### config.mk
export PLATFORM = sky130hd
export DESIGN_NAME = regfile_scoreboard
export DESIGN_NICKNAME = d
export VERILOG_FILES = /design/src/rtl/regfile_scoreboard_pkg.sv /design/src/rtl/regfile_sb_track.sv /design/src/rtl/regfile_scoreboard.sv
export SDC_FILE = /design/constraint.sdc
export NUM_CORES = 1
export LEC_CHECK = 0
export CAP_MARGIN = 25
export CORE_MARGIN = 2
export CORE_UTILIZATION = 45
export CTS_BUF_LIST = sky130_fd_sc_hd__clkbuf_16
export DETAILED_ROUTE_END_ITERATION = 7
export DONT_BUFFER_PORTS = 1
export PLACE_DENSITY_LB_ADDON = 0.08
export SLEW_MARGIN = 20
export SYNTH_ARGS = -nofsm -noshare
export SYNTH_HDL_FRONTEND = slang
export SYNTH_SLANG_ARGS = --single-unit
export TNS_END_PERCENT = 1
### constraint.sdc
create_clock -name clk -period 9 [get_ports clk]
set_input_delay 1.8 -clock clk [delete_from_list [all_inputs] [get_ports clk]]
set_output_delay 1.8 -clock clk [all_outputs]
set_load 0.03 [all_outputs]
### src/rtl/regfile_scoreboard_pkg.sv
// Shared defaults and helpers for the register file with pending scoreboard.
// Imported by the storage top and the scoreboard tracker.
package regfile_scoreboard_pkg;

  localparam int DATA_W_DEF    = 16;
  localparam int ADDR_W_DEF    = 4;
  localparam int ZERO_REG_ADDR = 0;

  function automatic int portLsb(input int port, input int width);
    return port * width;
  endfunction

endpackage

### src/rtl/regfile_sb_track.sv
// Pending-producer scoreboard: one bit per register, set on issue,
// cleared by load writeback; also derives issue_ready and rd_busy.
module regfile_sb_track
  import regfile_scoreboard_pkg::*;
#(
  parameter  int ADDR_W   = ADDR_W_DEF,
  parameter  int NUM_RD   = 2,
  parameter  int ZERO_REG = 1,
  parameter  int BYPASS   = 1,
  localparam int DEPTH    = 2**ADDR_W
) (
  input  logic                     clk,
  input  logic                     reset,
  input  logic [NUM_RD*ADDR_W-1:0] rd_addr,
  input  logic                     wr1_en,
  input  logic [ADDR_W-1:0]        wr1_addr,
  input  logic                     issue_en,
  input  logic [ADDR_W-1:0]        issue_addr,
  output logic [NUM_RD-1:0]        rd_busy,
  output logic                     issue_ready,
  output logic [DEPTH-1:0]         pending
);

  logic [DEPTH-1:0] pendingNext;
  logic             issueAccept;
  logic             zeroIssue;
  logic             wr1Resolves;

  assign zeroIssue = (ZERO_REG != 0) &&
                     (issue_addr == ADDR_W'(ZERO_REG_ADDR));

  assign wr1Resolves = wr1_en && (wr1_addr == issue_addr);
  assign issue_ready = ~pending[issue_addr] | wr1Resolves;
  assign issueAccept = issue_en & issue_ready & ~zeroIssue;

  // Set after clear so a new producer replaces a resolving one.
  always_comb begin
    pendingNext = pending;
    if (wr1_en)
      pendingNext[wr1_addr] = 1'b0;
    if (issueAccept)
      pendingNext[issue_addr] = 1'b1;
  end

  always_ff @(posedge clk or posedge reset) begin
    if (reset)
      pending <= '0;
    else
      pending <= pendingNext;
  end

  for (genvar k = 0; k < NUM_RD; k++) begin : gBusy
    logic [ADDR_W-1:0] addr;
    logic              fwd;
    assign addr = rd_addr[portLsb(k, ADDR_W) +: ADDR_W];
    assign fwd  = (BYPASS != 0) && wr1_en && (wr1_addr == addr);
    assign rd_busy[k] = pending[addr] & ~fwd;
  end

endmodule

### src/rtl/regfile_scoreboard.sv
// Multi-port register file: NUM_RD combinational reads, ALU and load
// write ports, optional bypass and zero register, pending scoreboard.
module regfile_scoreboard
  import regfile_scoreboard_pkg::*;
#(
  parameter  int DATA_W   = DATA_W_DEF,
  parameter  int ADDR_W   = ADDR_W_DEF,
  parameter  int NUM_RD   = 2,
  parameter  int ZERO_REG = 1,
  parameter  int BYPASS   = 1,
  localparam int DEPTH    = 2**ADDR_W
) (
  input  logic                     clk,
  input  logic                     reset,
  input  logic [NUM_RD*ADDR_W-1:0] rd_addr,
  output logic [NUM_RD*DATA_W-1:0] rd_data,
  output logic [NUM_RD-1:0]        rd_busy,
  input  logic                     wr0_en,
  input  logic [ADDR_W-1:0]        wr0_addr,
  input  logic [DATA_W-1:0]        wr0_data,
  input  logic                     wr1_en,
  input  logic [ADDR_W-1:0]        wr1_addr,
  input  logic [DATA_W-1:0]        wr1_data,
  input  logic                     issue_en,
  input  logic [ADDR_W-1:0]        issue_addr,
  output logic                     issue_ready,
  output logic [DEPTH-1:0]         pending
);

  logic [DATA_W-1:0] regs [DEPTH];

  function automatic logic isZero(input logic [ADDR_W-1:0] a);
    return (ZERO_REG != 0) && (a == ADDR_W'(ZERO_REG_ADDR));
  endfunction

  // wr1 is applied last so it wins an address collision with wr0.
  always_ff @(posedge clk or posedge reset) begin
    if (reset) begin
      for (int i = 0; i < DEPTH; i++)
        regs[i] <= '0;
    end else begin
      if (wr0_en && !isZero(wr0_addr))
        regs[wr0_addr] <= wr0_data;
      if (wr1_en && !isZero(wr1_addr))
        regs[wr1_addr] <= wr1_data;
    end
  end

  for (genvar k = 0; k < NUM_RD; k++) begin : gRd
    logic [ADDR_W-1:0] addr;
    logic [DATA_W-1:0] val;
    assign addr = rd_addr[portLsb(k, ADDR_W) +: ADDR_W];
    always_comb begin
      val = regs[addr];
      if (BYPASS != 0) begin
        if (wr1_en && wr1_addr == addr)
          val = wr1_data;
        else if (wr0_en && wr0_addr == addr)
          val = wr0_data;
      end
      if (isZero(addr))
        val = '0;
    end
    assign rd_data[portLsb(k, DATA_W) +: DATA_W] = val;
  end

  regfile_sb_track #(
    .ADDR_W  (ADDR_W),
    .NUM_RD  (NUM_RD),
    .ZERO_REG(ZERO_REG),
    .BYPASS  (BYPASS)
  ) uTrack (
    .clk        (clk),
    .reset      (reset),
    .rd_addr    (rd_addr),
    .wr1_en     (wr1_en),
    .wr1_addr   (wr1_addr),
    .issue_en   (issue_en),
    .issue_addr (issue_addr),
    .rd_busy    (rd_busy),
    .issue_ready(issue_ready),
    .pending    (pending)
  );

endmodule

Word-level counts from Yosys, hierarchy flattened
Cells that the tools add are included.

operators by class
  $lt $le $gt $ge = 12
  equality and inequality tests = 5
  muxes and demuxes = 32
  bitwise logic cells = 16
  reductions and logical operators = 18

operators with widths
  kind                                                  number
  bitwise mux 256 bit                                   2
  2-to-1 mux 256 bit                                    2
  2-to-1 mux 16 bit                                     14
  binary-select mux 16 bit (select 4 bit)               2
  demux 16 bit (select 4 bit)                           2
  equality test 4 bit                                   5
  >= comparator 5 bit (second input constant)           4
  logical NOT 4 bit                                     5
  < comparator 4 x 5 -> 1 bit (second input constant)   4
  NOT 4 -> 5 bit                                        4
  AND 16 bit                                            1
  NOT 16 bit                                            1
  bitwise OR 16 bit                                     1
  binary-select mux 1 bit (select 4 bit)                3
  logical AND 1 bit                                     11
  < comparator 5 x 1 -> 1 bit (second input constant)   2
  demux 1 bit (select 4 bit)                            2
  >= comparator 4 x 1 -> 1 bit (second input constant)  2
  2-to-1 mux 1 bit                                      5
  AND 1 bit                                             4
  NOT 1 bit                                             4
  logical NOT 1 bit                                     2
  bitwise OR 1 bit                                      1

word-level totals
  register bits after elaboration = 272

Longest topological paths before layout
  depth in word-level cells = 9
  mapped depth = 8
  mapped depth without buffers = 5

Hierarchy
A second synthesis with hierarchy kept.

second synthesis, totals
  cell total of the unflattened synthesis = 1853
  area, all modules = 18323.8 um^2

modules (own cells, without submodules)
  module              times used  cells each  area an instance (um^2)  seq. area each (um^2)
  regfile_scoreboard  1           1727        17008.8                  6406.1
  regfile_sb_track    1           126         1315.0                   400.4

Least setup slack after synthesis
No wires, ideal clock.

  path kind = input-to-output
  start point = input port rd_addr[6]
  end point = output port rd_data[30]
  arrival = 3.497 ns
  required time = 7.200 ns
  path slack = 3.703 ns
  stages on the path = 7
  buffers on the path = 2
  cells stage by stage = buf_2 > buf_2 > mux4_2 > mux2i_1 > or2_0 > and4b_1 > a211oi_1

between the ends
  cells in the longest elaborated chain, start to end = 7

RTL lines
  element                                                RTL line                  source
  start: declaration                                     regfile_scoreboard.sv:15  input logic [NUM_RD*ADDR_W-1:0] rd_addr,
  NOT 4 -> 5 bit (implied by the code)                   regfile_scoreboard.sv:54  val = regs[addr];
  binary-select mux 16 bit (select 4 bit)                regfile_scoreboard.sv:54
  2-to-1 mux 16 bit (implied by the code) (2 in series)  regfile_scoreboard.sv:54
  2-to-1 mux 16 bit                                      regfile_scoreboard.sv:58  else if (wr0_en && wr0_addr == addr)
  2-to-1 mux 16 bit                                      regfile_scoreboard.sv:56  if (wr1_en && wr1_addr == addr)
  2-to-1 mux 16 bit *                                    regfile_scoreboard.sv:61  if (isZero(addr))
  end: declaration                                       regfile_scoreboard.sv:16  output logic [NUM_RD*DATA_W-1:0] rd_data,

Mark *: on every way between the ends. The rest lies on a longest branch, timed or not. The select of a mux whose other input is x is not followed.

Worst setup path after layout
  start point = input port rd_addr[0]
  end point = output port rd_data[4]

Same word-level chain as after synthesis.

==> key figures <==
Place
  – Port Buffer Count: 0
  – Post-Place Worst Slack: around 3400 ps
  – Gpl congestion: 0.8678
  – DP Wirelength: about 37 mm

Timing
  – Clock skew: 7.524 ps
  – Setup violators final: 0
  – Slew at the pin with the worst max-slew slack: roughly 960 ps
  – Slew HR: between 30% and 40%
  – Setup tns final: 0 ps
  – Post-route setup slack: roughly 3300 ps
  – Slew Viols, Final: 0
  – Hold Violations, Final: 0
  – Fmax: between 150 and 200 MHz
  – Period utilization: 63.30%
  – Min Tclk post-route: ~5700 ps
  – RSZ-0062 raised after global routing: false

Drt
  – Detailed-route via count: around 13,000
  – Total wire length: 62.07 mm
  – Routed len/inst: slightly below 30 um
  – DRC Markers: 0
  – Drt first pass iters: 5
  – Detail Route Antenna Nets: 0
  – Iteration-0 DRC count of the detailed router: between 1,000 and 1,500
  – Vias/cell: between 6 and 7

Floorplan
  – Core box area: between 30,000 and 40,000 um2
  – Full die area: 42,140 um2
  – I/O Pins: between 100 and 150
  – Starting Density: 45.78%
  – Die span in y: 205.3 um
  – Placement row count: 73
  – DIE WIDTH: about 200 um

CTS
  – Post-CTS Setup Inserts: 0
  – PostCTS Resize Cnt: 0
  – Worst-path clk slew: approximately 50 ps
  – Hold buffer count at CTS: 0
  – Sink Count: 272
  – H-Tree Depth: 2
  – CTS tree: yes
  – Worst skew pair latency: 540 ps
  – CTS Buf Count: 35
  – Deepest clock path buffer count: 3
  – Root buf cell: clkbuf_16

Synth
  – FF+latch count, synth: 272
  – Mapped Cells: around 1,700
  – Ranking of synthesized cells by area: dfrtp_1 (37%), mux4_2 (15%), mux2i_1 (15%)
  – Dominant cell type by area after synthesis: dfrtp_1
  – Top FF cell, synth: dfrtp_1
  – Sequential-to-total area share from yosys stat: approximately 37%
  – Syn Nets: between 1,500 and 2,000
  – EDFF count, synth: 0
  – Post-synth ARST share: 100.0%
  – Avg Inst Size Synth: around 11 um2
  – Yosys cell types: 55
  – Synthesis Warnings: 0
  – Synth top area share: between 30% and 40%
  – Mapped cell area: roughly 18,000 um2

Setup path
  – Slowest-stage cell, CP: nor3b_4
  – WP buf/inv: 0
  – Startpoint Class: primary input
  – CP Max Fanout: 72
  – Slowest stage delay, CP: 750 ps
  – Worst EP arrival: 3900 ps
  – Cells along the critical path: xor2_1 > nor3_1 > and3_4 > nor3b_4 > a221o_1
  – Crit Path Category: primary input to output port
  – CP required: 7200 ps
  – Setup crit end kind: output port
  – Crit-path leading delay family: simple AND/OR/NAND/NOR gates
  – Flop2flop setup slack: 7230 ps

Global route
  – Total track usage: 30.15%
  – Vias in the first global route: about 13,000
  – GRT overflow: 0
  – Initial antenna violation count: 2
  – Largest net degree at the start of global routing: ~150
  – First-pass GRT wire length: 91.31 mm

Pwr
  – Sequential share of power: a little over two fifths
  – Comb pwr share: approximately 25%
  – Net Sw Frac: between 30% and 40%
  – Maximum VDD drop: 0.1309 mV
  – Internal Power: ~2.9 mW
  – Clk network pwr share: 31.6%
  – Lkg Pwr: 7.718 nW
  – Psw: 1.308 mW
  – Pwr per Cell Area: 218.7 nW/um2

Run status
  – Outcome: completed

Layout
  – Area Growth Syn to Fin: 4.399%
  – Share of layout cells above drive strength 1: between 10% and 20%
  – Nets@finish: roughly 1,600

Flow run
  – Max cap viols: 0

Worst hold path
  – Type of the most critical hold path: flip-flop to flip-flop
[cell usage after synthesis, types with 6 or more instances]
| library cell | number |
|---|---|
| mux4_2 | 123 |
| dfrtp_1 | 272 |
| o21ai_1 | 58 |
| mux2i_1 | 272 |
| mux4_1 | 19 |
| xor2_1 | 9 |
| a21oi_1 | 191 |
| buf_1 | 8 |
| o22ai_1 | 7 |
| nor2_2 | 10 |
| o21ai_0 | 32 |
| buf_6 | 14 |
| nand3b_1 | 6 |
| buf_12 | 7 |
| nand3_1 | 12 |
| and2_1 | 27 |
| clkbuf_8 | 6 |
| buf_4 | 15 |
| nor2b_1 | 36 |
| nor2_1 | 164 |
| buf_2 | 39 |
| clkbuf_1 | 117 |
| xnor2_1 | 11 |
| nand2_1 | 106 |
| a211oi_1 | 29 |
| and2_2 | 8 |
| a221o_1 | 30 |
| inv_1 | 9 |
[sequential cells by signal (all words and copies together), names as in the netlist]
name,count
uTrack.pending,16
regs,256
[kinds of logic after synthesis]
kind of cell              synth area share [%]
muxes                                    32.99
and+or+nand+nor                          10.27
buffers and inverters                    7.137
AOI/OAI and AO/OA                        11.30
DFF                                      37.33
xor gates and xnor gates                0.9608
[cell usage in the layout (no fill, tap or decap), drive strengths merged]
cell / count
nand4b: 1
a311oi: 1
a21boi: 1
buf: 39
nor3: 7
o21ai: 90
or3: 3
or3b: 1
nor3b: 2
nand2: 106
a211o: 4
and2: 35
bufinv: 1
xnor2: 11
mux2i: 272
nor4: 3
o311ai: 1
and4b: 1
a21oi: 191
mux2: 2
nor2b: 36
dfrtp: 272
mux4: 142
nand3b: 6
clkinvlp: 2
clkbuf: 37
inv: 11
and3: 4
nand3: 12
clkinv: 17
a221o: 30
a211oi: 31
xor2: 9
nand2b: 4
nor2: 174
o21bai: 1
diode: 1
o22ai: 7
or2: 2
[layout make-up]
type | instances | area (um2)
diodes | 1 | 2.502
repair buffers | 39 | 346.6
multi-input cells | 1190 | 10140
fillers | 3676 | 20790
well taps | 525 | 656.9
inverters | 9 | 37.54
clock buffers | 37 | 925.9
flip-flops and latches | 272 | 6807
clock inverters | 22 | 117.6
[routing by layer]
| layer | share of wire, % | vias to the layer above | global-route usage [%] |
|---|---|---|---|
| met5 | 0 | - | 0 |
| met2 | 45 | 608 | 45.57 |
| met4 | 3.6 | 0 | 11.77 |
| met3 | 8.2 | 119 | 6.573 |
| li1 | - | 5882 | - |
| met1 | 43 | 6648 | 42.43 |
[power by group through the flow]
stage / logic, mW / clock network (mW) / registers, mW
2_1_floorplan: 0.958 / 0 / 1.73
3_3_place_gp: 1.01 / 0 / 1.81
3_5_place_dp: 1.03 / 0 / 1.82
4_1_cts: 1.03 / 1.34 / 1.81
5_1_grt: 1.12 / 1.39 / 1.86
6_report: 1.03 / 1.32 / 1.81
[path summary, 6_finish.rpt]
check                                   from            endpoint  cells past startpoint
setup / recovery                  rd_addr[0]          rd_data[4]                      5
hold / removal                     regs[254]           regs[254]                      0
setup reg to reg           uTrack.pending[7]   uTrack.pending[4]                      3
hold reg to reg                    regs[254]           regs[254]                      0
max in group asynchronous              reset  uTrack.pending[15]                      3
min in group asynchronous              reset           regs[219]                      2
[through the flow]
step	instances	util, %	instance area (um2)	total power, mW	hold slack [ps]
6_report	2095	47.79	19030	4.162	393.5
4_1_cts	2091	47.62	18960	4.183	396.0
3_3_place_gp	2031	44.99	17920	2.823	376.8
5_1_grt	2094	47.79	19030	4.367	413.5
3_5_place_dp	2032	45.00	17920	2.856	382.0
2_1_floorplan	1687	-	18240	2.692	438.5
Note: power is estimated with default switching activity, not from simulation.
